==> src/rtl/pc_sequencer_if.sv <==
// -----------------------------------------------------------------------------
// pc_sequencer_if
// Purpose : bundles every non-clock/reset signal between the fetch/execute
//           sequencer and its surroundings (PC register, instruction memory,
//           datapath control).
// Modports:
//   master - the sequencer side: drives pc_load/pc_target_addr, imem_req/
//            imem_addr, ir_load, exec_en, halted, trap, state_dbg; samples
//            run, pc_current_address, imem_ack, exec_done, branch_taken,
//            branch_target, halt_req.
//   slave  - the environment side, directions mirrored.
// -----------------------------------------------------------------------------
interface pc_sequencer_if #(
    parameter int ADDR_W = 8
);
    logic              run;
    logic [ADDR_W-1:0] pc_current_address;
    logic              pc_load;
    logic [ADDR_W-1:0] pc_target_addr;
    logic              imem_req;
    logic [ADDR_W-1:0] imem_addr;
    logic              imem_ack;
    logic              ir_load;
    logic              exec_en;
    logic              exec_done;
    logic              branch_taken;
    logic [ADDR_W-1:0] branch_target;
    logic              halt_req;
    logic              halted;
    logic              trap;
    logic [2:0]        state_dbg;

    modport master (
        input  run, pc_current_address, imem_ack, exec_done,
               branch_taken, branch_target, halt_req,
        output pc_load, pc_target_addr, imem_req, imem_addr, ir_load,
               exec_en, halted, trap, state_dbg
    );

    modport slave (
        output run, pc_current_address, imem_ack, exec_done,
               branch_taken, branch_target, halt_req,
        input  pc_load, pc_target_addr, imem_req, imem_addr, ir_load,
               exec_en, halted, trap, state_dbg
    );
endinterface

==> src/rtl/pc_sequencer.sv <==
// -----------------------------------------------------------------------------
// pc_sequencer
// Purpose : multi-cycle fetch/execute controller for the program counter.
//           Boots the PC to RESET_VEC, requests each instruction from the
//           instruction memory, strobes the IR and the execute stage, then
//           loads the next PC (sequential, branch target, or nothing on halt).
//           A fetch that waits MEM_TIMEOUT cycles without an ack traps.
// Ports   :
//   clk    - rising-edge clock
//   rst_n  - asynchronous active-low reset (returns to IDLE, all outputs 0)
//   bus    - pc_sequencer_if.master carrying run, PC, imem and exec signals
// -----------------------------------------------------------------------------
module pc_sequencer #(
    parameter int              ADDR_W      = 8,
    parameter logic [ADDR_W-1:0] RESET_VEC = '0,
    parameter int              STEP        = 4,
    parameter int              MEM_TIMEOUT = 15
) (
    input  logic            clk,
    input  logic            rst_n,
    pc_sequencer_if.master  bus
);

    localparam int CNT_W = (MEM_TIMEOUT < 2) ? 1 : $clog2(MEM_TIMEOUT + 1);

    typedef enum logic [2:0] {
        S_IDLE   = 3'd0,
        S_BOOT   = 3'd1,
        S_FETCH  = 3'd2,
        S_EXEC   = 3'd3,
        S_UPDATE = 3'd4,
        S_HALT   = 3'd5,
        S_TRAP   = 3'd6
    } state_t;

    state_t            r_state;
    state_t            w_next_state;
    logic [CNT_W-1:0]  r_fetch_cnt;
    logic              r_exec_started;
    logic              r_branch_taken;
    logic [ADDR_W-1:0] r_branch_target;

    logic              w_fetch_last;
    logic [ADDR_W-1:0] w_seq_pc;
    logic [ADDR_W-1:0] w_taken_pc;

    // r_fetch_cnt holds the number of FETCH cycles already spent, so the
    // current cycle is the last allowed one when it equals MEM_TIMEOUT-1.
    assign w_fetch_last = (r_fetch_cnt == CNT_W'(MEM_TIMEOUT - 1));
    assign w_seq_pc     = bus.pc_current_address + ADDR_W'(STEP);
    assign w_taken_pc   = r_branch_target & ~ADDR_W'(3);

    // State register, fetch-timeout counter, first-EXEC-cycle marker and the
    // branch decision captured when the datapath reports completion.
    always_ff @(posedge clk or negedge rst_n) begin
        if (!rst_n) begin
            r_state         <= S_IDLE;
            r_fetch_cnt     <= '0;
            r_exec_started  <= 1'b0;
            r_branch_taken  <= 1'b0;
            r_branch_target <= '0;
        end else begin
            r_state <= w_next_state;
            if (r_state == S_FETCH && w_next_state == S_FETCH) begin
                r_fetch_cnt <= r_fetch_cnt + CNT_W'(1);
            end else begin
                r_fetch_cnt <= '0;
            end
            // Set after the first EXEC cycle so exec_en is a single pulse
            // even when exec_done takes many cycles.
            r_exec_started <= (r_state == S_EXEC);
            if (r_state == S_EXEC && bus.exec_done) begin
                r_branch_taken  <= bus.branch_taken;
                r_branch_target <= bus.branch_target;
            end
        end
    end

    // Next-state and output decode; outputs depend on the state plus the
    // handshake inputs so the IR strobe coincides with the memory ack.
    always_comb begin
        w_next_state       = r_state;
        bus.pc_load        = 1'b0;
        bus.pc_target_addr = '0;
        bus.imem_req       = 1'b0;
        bus.imem_addr      = '0;
        bus.ir_load        = 1'b0;
        bus.exec_en        = 1'b0;
        bus.halted         = 1'b0;
        bus.trap           = 1'b0;

        case (r_state)
            S_IDLE: begin
                if (bus.run) begin
                    w_next_state = S_BOOT;
                end
            end
            S_BOOT: begin
                bus.pc_load        = 1'b1;
                bus.pc_target_addr = RESET_VEC;
                w_next_state       = S_FETCH;
            end
            S_FETCH: begin
                bus.imem_req  = 1'b1;
                bus.imem_addr = bus.pc_current_address;
                if (bus.imem_ack) begin
                    bus.ir_load  = 1'b1;
                    w_next_state = S_EXEC;
                end else if (w_fetch_last) begin
                    w_next_state = S_TRAP;
                end
            end
            S_EXEC: begin
                bus.exec_en = !r_exec_started;
                if (bus.exec_done) begin
                    w_next_state = bus.halt_req ? S_HALT : S_UPDATE;
                end
            end
            S_UPDATE: begin
                bus.pc_load        = 1'b1;
                bus.pc_target_addr = r_branch_taken ? w_taken_pc : w_seq_pc;
                w_next_state       = bus.run ? S_FETCH : S_IDLE;
            end
            S_HALT: begin
                bus.halted = 1'b1;
            end
            S_TRAP: begin
                bus.trap = 1'b1;
            end
            default: begin
                w_next_state = S_IDLE;
            end
        endcase
    end

    assign bus.state_dbg = r_state;

endmodule

==> src/flat_wrapper.sv <==
// flat-port wrapper written by rule: the top's interface ports become plain ports
module pc_sequencer_flat 
#(
    parameter int              ADDR_W      = 8,
    parameter logic [ADDR_W-1:0] RESET_VEC = '0,
    parameter int              STEP        = 4,
    parameter int              MEM_TIMEOUT = 15
)
  (clk, rst_n, bus_run, bus_pc_current_address, bus_imem_ack, bus_exec_done, bus_branch_taken, bus_branch_target, bus_halt_req, bus_pc_load, bus_pc_target_addr, bus_imem_req, bus_imem_addr, bus_ir_load, bus_exec_en, bus_halted, bus_trap, bus_state_dbg);
  pc_sequencer_if #(.ADDR_W(ADDR_W)) bus_i ();
  input  logic clk;
  input  logic rst_n;
  input wire logic [$bits(bus_i.run)-1:0] bus_run;
  input wire logic [$bits(bus_i.pc_current_address)-1:0] bus_pc_current_address;
  input wire logic [$bits(bus_i.imem_ack)-1:0] bus_imem_ack;
  input wire logic [$bits(bus_i.exec_done)-1:0] bus_exec_done;
  input wire logic [$bits(bus_i.branch_taken)-1:0] bus_branch_taken;
  input wire logic [$bits(bus_i.branch_target)-1:0] bus_branch_target;
  input wire logic [$bits(bus_i.halt_req)-1:0] bus_halt_req;
  output wire logic [$bits(bus_i.pc_load)-1:0] bus_pc_load;
  output wire logic [$bits(bus_i.pc_target_addr)-1:0] bus_pc_target_addr;
  output wire logic [$bits(bus_i.imem_req)-1:0] bus_imem_req;
  output wire logic [$bits(bus_i.imem_addr)-1:0] bus_imem_addr;
  output wire logic [$bits(bus_i.ir_load)-1:0] bus_ir_load;
  output wire logic [$bits(bus_i.exec_en)-1:0] bus_exec_en;
  output wire logic [$bits(bus_i.halted)-1:0] bus_halted;
  output wire logic [$bits(bus_i.trap)-1:0] bus_trap;
  output wire logic [$bits(bus_i.state_dbg)-1:0] bus_state_dbg;
  assign bus_i.run = bus_run;
  assign bus_i.pc_current_address = bus_pc_current_address;
  assign bus_i.imem_ack = bus_imem_ack;
  assign bus_i.exec_done = bus_exec_done;
  assign bus_i.branch_taken = bus_branch_taken;
  assign bus_i.branch_target = bus_branch_target;
  assign bus_i.halt_req = bus_halt_req;
  assign bus_pc_load = bus_i.pc_load;
  assign bus_pc_target_addr = bus_i.pc_target_addr;
  assign bus_imem_req = bus_i.imem_req;
  assign bus_imem_addr = bus_i.imem_addr;
  assign bus_ir_load = bus_i.ir_load;
  assign bus_exec_en = bus_i.exec_en;
  assign bus_halted = bus_i.halted;
  assign bus_trap = bus_i.trap;
  assign bus_state_dbg = bus_i.state_dbg;
  pc_sequencer #(.ADDR_W(ADDR_W), .RESET_VEC(RESET_VEC), .STEP(STEP), .MEM_TIMEOUT(MEM_TIMEOUT)) u_core (.clk(clk), .rst_n(rst_n), .bus(bus_i));
endmodule
==> config.mk <==
export PLATFORM = sky130hd
export DESIGN_NAME = pc_sequencer_flat
export DESIGN_NICKNAME = d
export VERILOG_FILES = /design/src/rtl/pc_sequencer_if.sv /design/src/rtl/pc_sequencer.sv /design/src/flat_wrapper.sv
export SDC_FILE = /design/constraint.sdc
export NUM_CORES = 1
export LEC_CHECK = 0
export ABC_AREA = 1
export CAP_MARGIN = 25
export CORE_MARGIN = 4
export CORE_UTILIZATION = 41
export DETAILED_ROUTE_END_ITERATION = 8
export GPL_TIMING_DRIVEN = 0
export PLACE_DENSITY = 0.82
export SYNTH_ARGS = -nofsm -noshare
export SYNTH_HDL_FRONTEND = slang
export SYNTH_SLANG_ARGS = --single-unit
==> constraint.sdc <==
create_clock -name clk -period 3.2 [get_ports clk]
set_input_delay 0.64 -clock clk [delete_from_list [all_inputs] [get_ports clk]]
set_output_delay 0.64 -clock clk [all_outputs]
set_load 0.02 [all_outputs]
==> reports/qor.csv <==
stage,metric,value,unit
final_layout,Final Core Density,65.84,%
clock_tree,cts bufs inserted,3,
final_layout,nets,212,
timing,slew of the pin with the lowest slew margin,0.6306,ns
timing,Fmax,324.1,MHz
synth,Synth Area in Compound Gates,6.887,%
clock_tree,TritonCTS clock tree,built,
synth,synth unique cells,19,
grt,initial antenna violation count,0,
detailed_routing,drt via density,4.653,
grt,GR Overflow Total,0,
setup_path,Max Fanout on Critical Path,6,
detailed_routing,Residual DRC,0,
timing,sum of negative setup slack,0,ns
clock_tree,Sinks on Clock Net,15,
setup_path,Crit path required time,2.56,ns
timing,Final min period,3.085,ns
detailed_routing,DRT iter0 DRCs,37,
synth,"flops & latches, synth",15,
floorplanning,core area,0.002212,sq mm
grt,met2 usage,28.71,%
timing,final worst slack,0.1148,ns
synth,top-area cell type share of the netlist area,39.74,%
setup_path,"Arr. time, crit path",2.45,ns
final_layout,Fill cells,208,
setup_path,Worst setup EP type,output port,
final_layout,most frequent cells in the layout,"clkdlybuf4s50_1, nand2_1, nor2_1",
timing,RSZ-0062 raised after global routing,false,
detailed_routing,post-DR wirelength/cell,11.14,um
power_and_ir_drop,Static Leakage,0.0007432,uW
synth,Simple-Gate Fraction of Synth Area,34.83,%
clock_tree,CTS resizes,0,
job,Max Cap Viol,0,
grt,maximum number of pins on one net before global-route repair,16,
placement,pre-CTS WS,0.1044,ns
final_layout,share of layout cells above drive strength 1,5.946,%
timing,Slew HR,57.83,%
placement,gpl congestion,0.8344,
grt,GRT busiest layer,met2,
synth,dominant cell type by area after synthesis,dfrtp_1,
timing,Worst Skew,0.01013,ns
floorplanning,Die ar.,0.003136,sq mm
worst_hold_path,worst hold path type,reg2reg,
synth,yosys warns,0,
synth,mux cell area share after synthesis,0,%
clock_tree,clock tree buffer depth,2,
clock_tree,Clock Pin Slew Worst Setup and Hold Paths,0.07,ns
grt,vias in the first global route,933,
grt,first-pass GRT wire length,4133,um
setup_path,Crit-path slowest cell,clkdlybuf4s50_1,
power_and_ir_drop,Cell Pwr Density,718.6,mW/mm^2
floorplanning,chip height,56,um
clock_tree,Worst-Skew Late Latency,0.29,ns
synth,Adder-Cell Fraction of Synth Area,3.974,%
setup_path,CP cell instances,clkdlybuf4s50_1 > ha_1 > nand3_1 > nor2_1 > nor2_1 > nand2_1 > nand2_1 > inv_1 > clkdlybuf4s50_1,
clock_tree,setup bufs post-CTS,0,
timing,final cycle utilization of the critical path,96.41,%
grt,global-route usage over all layers,16.45,%
placement,placed wire-length estimate,2042,um
detailed_routing,1st-pass router iterations,4,
synth,Synthesized Nets,162,
synth,synthesized cell area,944.7,sq um
placement,placed insts,209,
detailed_routing,antenna-violating nets left,0,
synth,post-synthesis cell count,136,
setup_path,slowest cell delay on critical path,0.59,ns
outcome,outcome,finished clean,
setup_path,CP Launch Type,primary input,
final_layout,Post-Layout Cell Count,213,
floorplanning,initial core utilization,42.70,%
floorplanning,die width,56,um
synth,Avg Synthesized Cell Area,6.946,sq um
final_layout,post-synthesis to final-layout area growth,54.17,%
detailed_routing,vias,991,
clock_tree,root buffer cell,clkbuf_4,
synth,sequential-to-total area share from yosys stat,39.74,%
synth,Synth area leaders,"dfrtp_1, nand2_1, nor2_1",
synth,post-synthesis xor/xnor area fraction,3.709,%
timing,final hold vios,0,
setup_path,R2R Setup Slk,1.90,ns
placement,Port Buffers,45,
timing,max-slew violation count,0,
grt,grt met3 use,4.176,%
setup_path,Crit Path Class,in2out,
final_layout,ANT cells,0,
clock_tree,H-Tree Depth,1,
power_and_ir_drop,Peak VDD IR,498.7,uV
synth,largest family of logic cells by synthesized area,simple AND/OR/NAND/NOR gates,
clock_tree,Post-CTS Hold Buffers,0,
final_layout,"most common cell after layout, fill and taps aside",clkdlybuf4s50_1,
floorplanning,Site Rows,17,
grt,met1 Use GR,19.48,%
floorplanning,IO Pins,48,
detailed_routing,final wirelength,2373,um
timing,endpoints failing setup,0,
==> critical path, delay by kind of cell <==
family,cells,cell delay [ns]
buffers and inverters,3,1.22
and+or+nand+nor,5,0.35
adders and majority gates,1,0.22
==> flip-flops by register name, indices dropped and copies added, names as in the netlist <==
name,count
u_core.bus.state_dbg,3
u_core.r_branch_target,6
u_core.r_fetch_cnt,4
u_core.r_exec_started,1
u_core.r_branch_taken,1
==> synth_stat cells (all sizes together) <==
library cell	number
ha	3
inv	23
xor2	2
nand2	34
nor3	2
buf	2
a21oi	6
o31ai	1
a211oi	1
xnor2	2
nand3	14
o21ai	4
nor2	27
dfrtp	15
==> worst paths after layout <==
path                                           startpoint                         to  depth (start not counted)
max in group asynchronous                           rst_n      u_core.r_fetch_cnt[0]                          1
worst min-delay path            u_core.r_branch_target[6]  u_core.r_branch_target[6]                          2
worst max-delay path            bus_pc_current_address[2]      bus_pc_target_addr[6]                          9
worst min register to register  u_core.r_branch_target[6]  u_core.r_branch_target[6]                          2
worst max register to register    u_core.bus.state_dbg[2]  u_core.r_branch_target[7]                          6
min in group asynchronous                           rst_n      u_core.r_fetch_cnt[3]                          1
==> routing by layer <==
| metal | routed length, um | vias up |
|---|---|---|
| met4 | 29 | 0 |
| li1 | - | 519 |
| met5 | 0 | - |
| met1 | 1021 | 443 |
| met2 | 1184 | 23 |
| met3 | 137 | 6 |
==> area by class of cell <==
type / count / area, sq um / area share, %
Inverter: 23 / 86.33 / 5.928
Sequential cell: 15 / 375.4 / 25.77
Buffer: 2 / 16.27 / 1.117
Timing Repair Buffer: 45 / 450.4 / 30.93
Clock buffer: 4 / 26.28 / 1.804
Tap cell: 28 / 35.03 / 2.405
Multi-Input combinational cell: 96 / 466.7 / 32.04
==> through the flow <==
stage | instance area, sq um | total power [uW] | hold WS, ns
detailed placement | 1430 | 950.2 | 0.4639
CTS | 1456 | 1057 | 0.4824
finish | 1456 | 1047 | 0.4799
global route | 1456 | 1130 | 0.5236
global placement | 1430 | 933.7 | 0.4586
floorplan | 944.7 | 674.7 | 0.3444
==> where the power goes <==
group	switching, uW	total (uW)	leakage [uW]	internal, uW
Sequential	61.1	318	0.000194	257
Combinational	349	622	0.000534	273
Clock	57.7	106	0.0000150	48.5
Total	468	1050	0.000743	579
==> logic make-up (layout without fill, tap and decap cells) <==
| kind of cell | Yosys count | count (layout) |
|---|---|---|
| AO/OA/AOI/OAI | 12 | 12 |
| adder cells (fa/ha/maj) | 3 | 3 |
| buffers and inverters | 25 | 74 |
| XOR/XNOR | 4 | 4 |
| AND/OR/NAND/NOR | 77 | 77 |
| flip-flops | 15 | 15 |
Note: power is estimated with default switching activity, not from simulation.
